`src/rtl/divseq_pkg.sv`:
```
// Shared definitions for the HI/LO divide sequencer: FSM states, default
// timing parameters and the width of the WAIT-state guard/timeout counter.
package divseq_pkg;

   typedef enum logic [1:0] {
      IDLE   = 2'd0,
      LAUNCH = 2'd1,
      WAIT   = 2'd2,
      COMMIT = 2'd3
   } divseq_state_e;

   localparam int DEF_TIMEOUT_CYC = 64;
   localparam int DEF_GUARD_CYC   = 2;

   // The counter must be able to hold TIMEOUT_CYC itself.
   function automatic int divseqCntWidth(input int timeoutCyc);
      return (timeoutCyc < 1) ? 1 : $clog2(timeoutCyc + 1);
   endfunction

   localparam int DEF_CNT_W = divseqCntWidth(DEF_TIMEOUT_CYC);

endpackage

```
`src/rtl/divseq_hilo.sv`:
```
// Architectural HI/LO register pair. Two writers: the MTHI/MTLO port and the
// division commit port. The commit port wins if both fire on one edge, although
// the sequencer never lets that happen.
module divseq_hilo
   import divseq_pkg::*;
(
   input  logic        clk,
   input  logic        rst_n,
   input  logic        mthiEn_i,
   input  logic        mtloEn_i,
   input  logic [31:0] mtWdata_i,
   input  logic        commitEn_i,
   input  logic [31:0] commitHi_i,
   input  logic [31:0] commitLo_i,
   output logic [31:0] hi_o,
   output logic [31:0] lo_o
);

   logic [31:0] hi_q;
   logic [31:0] lo_q;

   // HI/LO update: commit overwrites both halves, MT writes touch one half each
   always_ff @(posedge clk) begin
      if (!rst_n) begin
         hi_q <= '0;
         lo_q <= '0;
      end else if (commitEn_i) begin
         hi_q <= commitHi_i;
         lo_q <= commitLo_i;
      end else begin
         if (mthiEn_i) begin
            hi_q <= mtWdata_i;
         end
         if (mtloEn_i) begin
            lo_q <= mtWdata_i;
         end
      end
   end

   // A commit and an MT write on the same edge would mean the stall logic leaked
   CommitMtExclusive: assert property (@(posedge clk) disable iff (!rst_n)
      !(commitEn_i && (mthiEn_i || mtloEn_i)));

   assign hi_o = hi_q;
   assign lo_o = lo_q;

endmodule

```
`src/rtl/div_sequencer.sv`:
```
// Divide sequencer for the MIPS core: accepts DIV/DIVU, drives the multi-cycle
// divider, commits quotient to LO and remainder to HI, and stalls HI/LO
// accesses while a division is in flight.
// Optional build macro DIVSEQ_ZERO_BYPASS_EN: divide-by-zero skips the divider
// and commits lo = 32'hFFFF_FFFF, hi = dividend two edges after issue.
module div_sequencer
   import divseq_pkg::*;
#(
   parameter int TIMEOUT_CYC = DEF_TIMEOUT_CYC,
   parameter int GUARD_CYC   = DEF_GUARD_CYC
) (
   input  logic        clk,
   input  logic        rst_n,
   input  logic        issue_valid,
   input  logic        issue_signed,
   input  logic [31:0] issue_a,
   input  logic [31:0] issue_b,
   output logic        issue_ready,
   input  logic        flush,
   input  logic        rd_hi,
   input  logic        rd_lo,
   input  logic        mthi_en,
   input  logic        mtlo_en,
   input  logic [31:0] mt_wdata,
   output logic [31:0] hi,
   output logic [31:0] lo,
   output logic        busy,
   output logic        hilo_stall,
   output logic        div_err,
   output logic [31:0] div_a,
   output logic [31:0] div_b,
   output logic        div_sign,
   output logic        div_start,
   input  logic        div_done,
   input  logic [31:0] div_q,
   input  logic [31:0] div_r
);

   localparam int CntW = divseqCntWidth(TIMEOUT_CYC);
   localparam logic [CntW-1:0] GuardVal    = CntW'(GUARD_CYC);
   localparam logic [CntW-1:0] TimeoutLast = CntW'(TIMEOUT_CYC - 1);

   divseq_state_e     state_q;
   logic [CntW-1:0]   cnt_q;
   logic [31:0]       divA_q;
   logic [31:0]       divB_q;
   logic              divSign_q;
   logic              divStart_q;
   logic              divErr_q;
`ifdef DIVSEQ_ZERO_BYPASS_EN
   logic              bypass_q;
`endif

   logic              commitEn;
   logic [31:0]       commitHi;
   logic [31:0]       commitLo;
   logic              mthiGated;
   logic              mtloGated;

   // Sequencer FSM: operand latch, start pulse, guarded wait with timeout, commit
   always_ff @(posedge clk) begin
      if (!rst_n) begin
         state_q    <= IDLE;
         cnt_q      <= '0;
         divA_q     <= '0;
         divB_q     <= '0;
         divSign_q  <= 1'b0;
         divStart_q <= 1'b0;
         divErr_q   <= 1'b0;
`ifdef DIVSEQ_ZERO_BYPASS_EN
         bypass_q   <= 1'b0;
`endif
      end else begin
         divStart_q <= 1'b0;
         unique case (state_q)
            IDLE: begin
               if (issue_valid) begin
                  divA_q    <= issue_a;
                  divB_q    <= issue_b;
                  divSign_q <= issue_signed;
`ifdef DIVSEQ_ZERO_BYPASS_EN
                  if (issue_b == '0) begin
                     bypass_q <= 1'b1;
                     state_q  <= COMMIT;
                  end else begin
                     bypass_q   <= 1'b0;
                     divStart_q <= 1'b1;
                     state_q    <= LAUNCH;
                  end
`else
                  divStart_q <= 1'b1;
                  state_q    <= LAUNCH;
`endif
               end
            end
            LAUNCH: begin
               cnt_q   <= '0;
               state_q <= flush ? IDLE : WAIT;
            end
            WAIT: begin
               cnt_q <= cnt_q + 1'b1;
               if (flush) begin
                  state_q <= IDLE;
               end else if ((cnt_q >= GuardVal) && div_done) begin
                  state_q <= COMMIT;
               end else if (cnt_q == TimeoutLast) begin
                  divErr_q <= 1'b1;
                  state_q  <= IDLE;
               end
            end
            COMMIT: begin
               state_q <= IDLE;
            end
            default: begin
               state_q <= IDLE;
            end
         endcase
      end
   end

   // Commit data selection: divider results normally, fixed pattern on bypass
   always_comb begin
      commitEn = (state_q == COMMIT);
      commitHi = div_r;
      commitLo = div_q;
`ifdef DIVSEQ_ZERO_BYPASS_EN
      if (bypass_q) begin
         commitHi = divA_q;
         commitLo = 32'hFFFF_FFFF;
      end
`endif
   end

   // MT writes only land while idle; otherwise the stall keeps them in decode
   always_comb begin
      mthiGated = mthi_en && (state_q == IDLE);
      mtloGated = mtlo_en && (state_q == IDLE);
   end

   divseq_hilo uHilo (
      .clk        (clk),
      .rst_n      (rst_n),
      .mthiEn_i   (mthiGated),
      .mtloEn_i   (mtloGated),
      .mtWdata_i  (mt_wdata),
      .commitEn_i (commitEn),
      .commitHi_i (commitHi),
      .commitLo_i (commitLo),
      .hi_o       (hi),
      .lo_o       (lo)
   );

   assign busy        = (state_q != IDLE);
   assign issue_ready = (state_q == IDLE);
   assign hilo_stall  = busy && (rd_hi || rd_lo || mthi_en || mtlo_en || issue_valid);
   assign div_err     = divErr_q;
   assign div_a       = divA_q;
   assign div_b       = divB_q;
   assign div_sign    = divSign_q;
   assign div_start   = divStart_q;

endmodule

```
`config.mk`:
```
export PLATFORM = sky130hd
export DESIGN_NAME = div_sequencer
export DESIGN_NICKNAME = d
export VERILOG_FILES = /design/src/rtl/divseq_pkg.sv /design/src/rtl/divseq_hilo.sv /design/src/rtl/div_sequencer.sv
export SDC_FILE = /design/constraint.sdc
export NUM_CORES = 1
export LEC_CHECK = 0
export CORE_UTILIZATION = 40
export CTS_CLUSTER_SIZE = 30
export DETAILED_ROUTE_END_ITERATION = 6
export PLACE_DENSITY = 0.8
export SLEW_MARGIN = 30
export SYNTH_ARGS = -nofsm -noshare
export SYNTH_HDL_FRONTEND = slang
export SYNTH_SLANG_ARGS = --single-unit
```
`constraint.sdc`:
```
create_clock -name clk -period 2.3 [get_ports clk]
set_input_delay 0.23 -clock clk [delete_from_list [all_inputs] [get_ports clk]]
set_output_delay 0.23 -clock clk [all_outputs]
set_load 0.01 [all_outputs]
```
# Word-level counts from Yosys, hierarchy flattened
# Cells that the tools add are included.
dict set report op_classes {
  n_addsub 1
  order_cmp 1
  eq_ne 6
  n_mux 12
  bitwise 2
  reduce_logical 17
}
# operator n
set ops {}
lappend ops {{$mux W32} 4}
lappend ops {{$pmux W7 S2} 1}
lappend ops {{$mux W2} 5}
lappend ops {{$pmux W2 S4} 1}
lappend ops {{$reduce_bool A2 Y1} 4}
lappend ops {{$add A7 B1 Y7 const B} 1}
lappend ops {{$eq A7 B6 Y1 const B} 1}
lappend ops {{$ge A7 B2 Y1 const B} 1}
lappend ops {{$reduce_and A2 Y1} 3}
lappend ops {{$eq A2 B2 Y1 const B} 2}
lappend ops {{$logic_and A1 B1 Y1} 4}
lappend ops {{$logic_or A1 B1 Y1} 4}
lappend ops {{$ne A4 B4 Y1 const B} 1}
lappend ops {{$reduce_and A4 Y1} 1}
lappend ops {{$eq A2 B1 Y1 const B} 1}
lappend ops {{$logic_not A2 Y1} 1}
lappend ops {{$ne A2 B2 Y1 const B} 1}
lappend ops {{$not A1 Y1} 2}
lappend ops {{$mux W1} 1}
dict set report word_totals {
  regBits 140
  in_bits 170
  out_inout_bits 134
}

# Depth between registers and ports, before layout
# Gate-level depths: netlist of the first run.
dict set report logic_depth {
  depth_word 5
  depth_mapped 9
  depth_no_buf 6
}

# Cells and area by module
# Synthesis of the first run repeated with hierarchy kept, for this count alone.
dict set report unflattened {
  cells_unflattened 643
  area_unflattened_um2 6536.3
}
# module instances cells_each area_per_inst_um2 seq_area_each_um2
set by_module_without_submodules {}
lappend by_module_without_submodules {divseq_hilo 1 285 3529.6 1281.2}
lappend by_module_without_submodules {div_sequencer 1 358 3006.6 1521.5}

# Worst setup path after synthesis of the first run
# No wires, ideal clock.
dict set report synth_timing {
  kind {flip-flop to flip-flop}
  start {register state_q[0]}
  end {register uHilo.hi_q[1], in the netlist uHilo.hi_o[1]}
  setup_time_ns 0.115
  arrival_ns 1.641
  path_slack_ns 0.545
  path_stages_with_launch 9
  n_path_buf 2
  period_less_slack_ns 1.755
  path_cell_list {dfxtp_1 -> inv_1 -> ha_1 -> buf_2 -> nand2_1 -> buf_2 -> mux2i_1 -> o21ai_0 -> and2_1}
}
dict set report synth_between {
  elab_chain_len 3
}
# item line
set synth_rtl {}
lappend synth_rtl {{from (decl)} div_sequencer.sv:43} ;# divseq_state_e state_q;
lappend synth_rtl {{from (signal assigned)} div_sequencer.sv:98} ;# state_q <= flush ? IDLE : WAIT;
lappend synth_rtl {{$logic_not A2 Y1} -}
lappend synth_rtl {{via issue_ready} div_sequencer.sv:18} ;# output logic issue_ready,
lappend synth_rtl {{$logic_and A1 B1 Y1} div_sequencer.sv:136} ;# mthiGated = mthi_en && (state_q == IDLE);
lappend synth_rtl {{$reduce_bool A2 Y1 (no source line)} -}
lappend synth_rtl {{to (signal assigned)} divseq_hilo.sv:28} ;# hi_q <= commitHi_i;
lappend synth_rtl {{to (signal assigned)} divseq_hilo.sv:32} ;# hi_q <= mtWdata_i;
lappend synth_rtl {{to (decl)} divseq_hilo.sv:19} ;# logic [31:0] hi_q;
# The timed path passes the listed nets, and every way through them passes these cells.
# A chain may end at the register's enable or synchronous reset.

# Worst setup path after layout of the first run
dict set report layout_timing {
  start {register state_q[0]}
  end {output hilo_stall}
}
dict set report layout_between {
  elab_chain_len 2
}
# item line
set layout_rtl {}
lappend layout_rtl {{$reduce_bool A2 Y1} div_sequencer.sv:153} ;# assign busy = (state_q != IDLE);
lappend layout_rtl {{$logic_and A1 B1 Y1} div_sequencer.sv:155} ;# assign hilo_stall = busy && (rd_hi || rd_lo || mthi_en || mtlo_en || issue_valid);
lappend layout_rtl {{to (decl)} div_sequencer.sv:28} ;# output logic hilo_stall,
# Every way passes these cells.

==> impl_results.md, run 1 <==
* Worst path required time at 2.07 ns
* Routed length per instance at 15.5 um
* Clock slew at the register clock pins of the worst setup and hold paths at 0.06 ns
* Status: complete, no violations
* First-pass GRT wire length at 29800 um
* Final hold violations at 0
* Clock sink total at 140
* CTS Buf Count at 17
* Placed insts at 1153
* Fin util at 0.672
* Maximum clock frequency at 0.458 GHz
* Htree depth at 4
* Leading area contributor after synthesis: dfxtp_1
* Hold-fix buffers, CTS at 0
* Die Area at 15500 um^2
* Cell variety after synth at 31
* Design area at 9810 um^2
* Via count at 5732
* Mapped Cells at 705
* Worst skew pair latency at 0.41 ns
* Pre-antenna DRT Iters at 4
* Total routed wirelength at 18300 um
* CP max FO at 10
* Startpoint types: register
* Area share of the largest cell type after synthesis at 0.468
* Ant. Diodes at 0
* Ports at 304
* Yosys warnings at 0
* Fin crit period at 2.18 ns
* Total core area at 14600 um^2
* Rows at 44
* Worst hold path class: in -> reg
* Post-synthesis net count at 881
* Most area-consuming cells after synthesis: dfxtp_1, nand2_1, mux2i_1, a21boi_0, and2_1
* Area Growth Syn to Fin at 63.7%
* Routability cong. at 0.805
* Starting Density at 0.410
* Port bufs at 303
* Maximum VDD drop at 0.431 mV
* Synthesized cell area at 5990 um^2
* Initial DRC Count at 307
* CTS Root Cell: clkbuf_16
* CTS Buffer Depth at 2
* Post-DP HPWL at 13100 um
* Vias in the first global route at 5727
* Final non-filler cell total at 1184
* Seq cells post-synth at 140
* RSZ-0062 raised after global routing: false
* Fraction of layout cells with a size suffix above 1 at 0.0500
* Die Span Y at 124 um
* DRC Markers at 0
* GR Overflow Total at 0
* Max-slew violations at 0
* Syn avg cell area at 8.49 um^2
* Rel. slew slack at 0.592
* Width of the die at 124 um
* P per Cell Area at 686 nW/um^2
* Global Route Usage Sum at 0.241
* CP Class: reg -> out
* Sequential area share after synthesis at 0.468
* Leakage at 3.86 nW
* Nets@finish at 1164
* CTS tree: yes
* Final setup fails at 0
* Post-DRT Antenna Nets at 0
* Initial antenna violation count at 0
* Setup TNS Final at 0 ns
* Pin count of the biggest net entering global routing at 70
* Area post-placement at 9240 um^2
* Crit share post-route at 0.949
* Critical path arrival at 1.95 ns
* CP Capture Type: output pin
* Via-to-Cell Ratio at 4.84
* Worst-Margin Slew at 0.611 ns
* Final setup skew at 0.00752 ns
* Max Cap Viol at 0
[kinds of logic after synthesis]
logic type      Yosys count  share of synthesized area
xor+xnor                  3                    0.00439
simple gates            291                      0.216
mux                      64                      0.107
flops                   140                      0.468
compound gates          145                      0.156
fa+ha+maj                 6                     0.0125
buf+inv                  56                     0.0368
[final timing paths]
kind               start         end  slack, ns  cells after the start
min reg2reg     div_a[3]    div_a[3]       0.46                      2
max reg2reg     cnt_q[0]  state_q[0]       0.44                      6
min          issue_a[12]   div_a[12]       0.38                      3
max           state_q[0]  hilo_stall       0.12                      4
[Yosys cell counts]
master / number
a2bb2oi_1: 1
a32oi_1: 1
and2_1: 64
inv_1: 6
buf_2: 8
xor2_1: 3
a21boi_0: 66
clkbuf_1: 35
and3_1: 1
o221a_1: 1
or4_4: 1
nor2b_1: 2
a21oi_1: 4
mux2i_1: 64
and2b_1: 1
or3_1: 2
nor2_1: 9
nand2b_1: 1
nand3_1: 1
o22ai_1: 1
nor3_1: 1
buf_1: 7
dfxtp_1: 140
nand4_1: 3
or2_1: 1
ha_1: 6
a31oi_1: 1
o21a_1: 1
o41ai_4: 1
o21ai_0: 68
nand2_1: 204
[report_power, final]
| part | total (mW) | internal (mW) | switching, mW |
|---|---|---|---|
| clock | 2.62 | 1.61 | 1.01 |
| sequential | 2.70 | 2.61 | 0.0926 |
| combinational | 1.41 | 0.824 | 0.582 |
[per-stage QoR]
step | hold slack, ns | power, mW | setup WS [ns]
final | 0.378 | 6.72 | 0.117
after detailed placement | 0.455 | 4.15 | 0.424
after global placement | 0.450 | 4.13 | 0.462
after global routing | 0.382 | 7.01 | 0.0321
after CTS | 0.364 | 6.79 | 0.0861
after floorplan | 0.375 | 3.32 | 0.545
[layout make-up]
cell class	instances	area, um^2
clock buffers	19	443
flip-flops and latches	140	2800
fillers	1216	4780
multi-input cells	509	3000
repair buffers	314	3190
inverters	6	22.5
well taps	184	230
clock inverters	12	124
[metal layers]
layer / GRT usage / vias to the layer above / wire [um]
met5: 0 / - / 0
met4: 0.0921 / 0 / 461
met3: 0.0825 / 27 / 1580
met2: 0.408 / 235 / 8580
met1: 0.279 / 2584 / 7710
li1: - / 2886 / -
[cells in the final DEF (no fill, tap or decap), types with 8 or more instances in the layout]
cell type	n
o21ai_0	68
nand2_1	201
and2_1	64
clkdlybuf4s50_1	302
dfxtp_1	140
clkbuf_16	17
a21boi_0	66
mux2i_1	64
nor2_1	8
[critical path, cell delays in order (launching register included)]
cell             delay, ns
dfxtp_1               0.41
inv_1                 0.09
ha_2                  0.27
a21oi_1               0.16
clkdlybuf4s50_1       0.61
[timing repair]
| action | CTS | global route |
|---|---|---|
| resized for setup | 1 | 0 |
| setup buffers | 0 | 0 |
| setup endpoints to repair | 1 | 0 |
[flip-flops by register name, indices dropped and copies added, names as in the netlist]
signal,count
div_b,32
uHilo.hi_o,32
div_start,1
state_q,2
uHilo.lo_o,32
div_sign,1
cnt_q,7
div_err,1
div_a,32
Power figures use the tool's default switching activity.
==> run 2: changes to the inputs <==
--- a/config.mk
+++ b/config.mk
@@ -5,10 +5,10 @@
 export SDC_FILE = /design/constraint.sdc
 export NUM_CORES = 1
 export LEC_CHECK = 0
-export CORE_UTILIZATION = 40
-export CTS_CLUSTER_SIZE = 30
+export ABC_CLOCK_PERIOD_IN_PS = 2300
+export CORE_UTILIZATION = 25
+export CTS_CLUSTER_SIZE = 40
 export DETAILED_ROUTE_END_ITERATION = 6
-export PLACE_DENSITY = 0.8
 export SLEW_MARGIN = 30
 export SYNTH_ARGS = -nofsm -noshare
 export SYNTH_HDL_FRONTEND = slang
==> run 2 against run 1 <==
Compared with the run above:
- core utilization shrank 24 points
- combinational power about the same
- maximum frequency increased by 2.8%
- clock skew rose by 0.0026 ns
- sequential power is essentially flat
- non-clock buffer count is 1 higher
- largest power group is now the clock network
- hold slack lost 0.21 ns
- via count down 0.51%
- critical path depth unchanged
- clock-buffer cell count is 1 higher
- critical path type unchanged
- wire length is 8.1% higher
- register-to-register slack got worse by 0.04 ns
==> impl_results.md, run 2 (synthesis gave the netlist of run 1 again) <==
* Status: complete, no violations
* Critical Path Max Stage Delay at 0.56 ns
* Nets@finish at 1165
* RSZ-0062 raised after global routing: false
* Vias in the first global route at 5533
* CTS Buf Count at 17
* Worst hold slack at 0.165 ns
* Rows at 56
* Slowest cell on crit path: clkdlybuf4s50_1
* CTS tree: yes
* CTS Buffer Depth at 2
* Fraction of layout cells with a size suffix above 1 at 0.0519
* Width of the die at 157 um
* Initial DRC Count at 202
* P per Cell Area at 708 nW/um^2
* Worst path buffer plus inverter count at 2
* Die Area at 24600 um^2
* Top sig layer: met4
* First-pass GRT wire length at 30000 um
* Final hold violations at 0
* Final non-filler cell total at 1321
* Routed met1 length at 8600 um
* Dpl ws at 0.332 ns
* CTS Root Cell: clkbuf_16
* Area Growth Syn to Fin at 67.8%
* Routability cong. at 0.719
* Post-DP HPWL at 13800 um
* Most common cell after layout, fill and taps aside: clkdlybuf4s50_1
* Via count at 5703
* Pin count of the biggest net entering global routing at 59
* Final setup fails at 0
* Delay-heaviest family, CP: buffers and inverters
* Maximum clock frequency at 0.471 GHz
* CP Capture Type: output pin
* Placed insts at 1289
* Critical path arrival at 1.89 ns
* Clock slew at the register clock pins of the worst setup and hold paths at 0.06 ns
* Ant. Diodes at 0
* Rel. slew slack at 0.572
* Most frequent cells in the layout: clkdlybuf4s50_1, nand2_1, dfxtp_1
* Initial antenna violation count at 0
* Maximum VDD drop at 0.392 mV
* Worst-Margin Slew at 0.635 ns
* Via-to-Cell Ratio at 4.32
* Port bufs at 303
* Routed length per instance at 15.0 um
* Clock sink total at 140
* Final Worst Setup Slack at 0.177 ns
* Total core area at 23500 um^2
* Total routed wirelength at 19800 um
* CP max FO at 10
* Ports at 304
* Leakage at 3.87 nW
* Post-DRT Antenna Nets at 0
* Fin crit period at 2.12 ns
* Setup TNS Final at 0 ns
* Worst path required time at 2.07 ns
* Startpoint types: register
* CP Class: reg -> out
* Crit share post-route at 0.923
* Pre-antenna DRT Iters at 6
* Global Route Usage Sum at 0.160
* GR Overflow Total at 0
* Htree depth at 4
* Met2 routed wirelength at 8520 um
* Starting Density at 0.255
* Final setup skew at 0.0101 ns
* Worst skew pair latency at 0.41 ns
* DRC Markers at 0
* Die Span Y at 157 um
* Worst hold path class: in -> reg
* Max Cap Viol at 0
* Fin util at 0.428
* Routed length on met3 at 2460 um
* Critical Path, Cell by Cell: inv_1 -> ha_2 -> a21oi_1 -> clkdlybuf4s50_1
* Hold-fix buffers, CTS at 0
* Max-slew violations at 0
==> run 2: changes by cell type in the layout (fill, tap and decap cells not counted), moves of 2 or more <==
cell        previous run  this run
clkinv_2               6         0
inv_6                  0         3
bufinv_16              2         4
clkinvlp_4             1         3
==> run 2: stage by stage <==
step / power (mW) / cell area, um^2
5_1_grt: 7.49 / 10000
3_3_place_gp: 4.16 / 9410
3_5_place_dp: 4.17 / 9410
2_1_floorplan: 3.32 / 5990
4_1_cts: 7.24 / 10000
6_report: 7.12 / 10000
==> run 2: power by group <==
part	switching [mW]	leakage, nW	total (mW)	internal, mW
clock network	1.16	0.298	3.02	1.86
logic	0.581	2.43	1.40	0.821
registers	0.0926	1.15	2.70	2.60
total	1.83	3.87	7.12	5.29
==> run 2: what timing repair did <==
action | CTS | global route
hold endpoints to repair | 0 | 0
setup buffers | 0 | 0
setup endpoints to repair | 1 | 3
resized for setup | 1 | 1
==> run 2: final timing paths <==
kind                            startpoint         end  slack, ns  depth (start not counted)
worst min-delay path                 rst_n   div_a[13]       0.17                          2
worst min register to register   div_b[23]   div_b[23]       0.46                          2
worst max register to register    cnt_q[0]  state_q[0]       0.40                          6
worst max-delay path            state_q[0]  hilo_stall       0.18                          4
==> run 2: routing by layer <==
metal / up-vias / global-route usage
met5: - / 0
met4: 0 / 0.0462
met3: 15 / 0.0781
met2: 246 / 0.252
met1: 2543 / 0.190
li1: 2899 / -
==> run 2: cell type report <==
cell class / instances / area, um^2
Fill cell: 2382 / 13400
Timing Repair Buffer: 315 / 3200
Multi-Input combinational cell: 509 / 3000
Sequential cell: 140 / 2800
Clock buffer: 20 / 447
Tap cell: 319 / 399
Clock inverter: 12 / 186
Inverter: 6 / 22.5
==> run 2: worst register-to-register path, delay by kind of cell (launching register included) <==
family	cells	cell delay [ns]
AOI/OAI and AO/OA	3	0.70
adders and majority gates	1	0.20
buffers and inverters	1	0.08
DFF	1	0.38
and+or+nand+nor	1	0.44
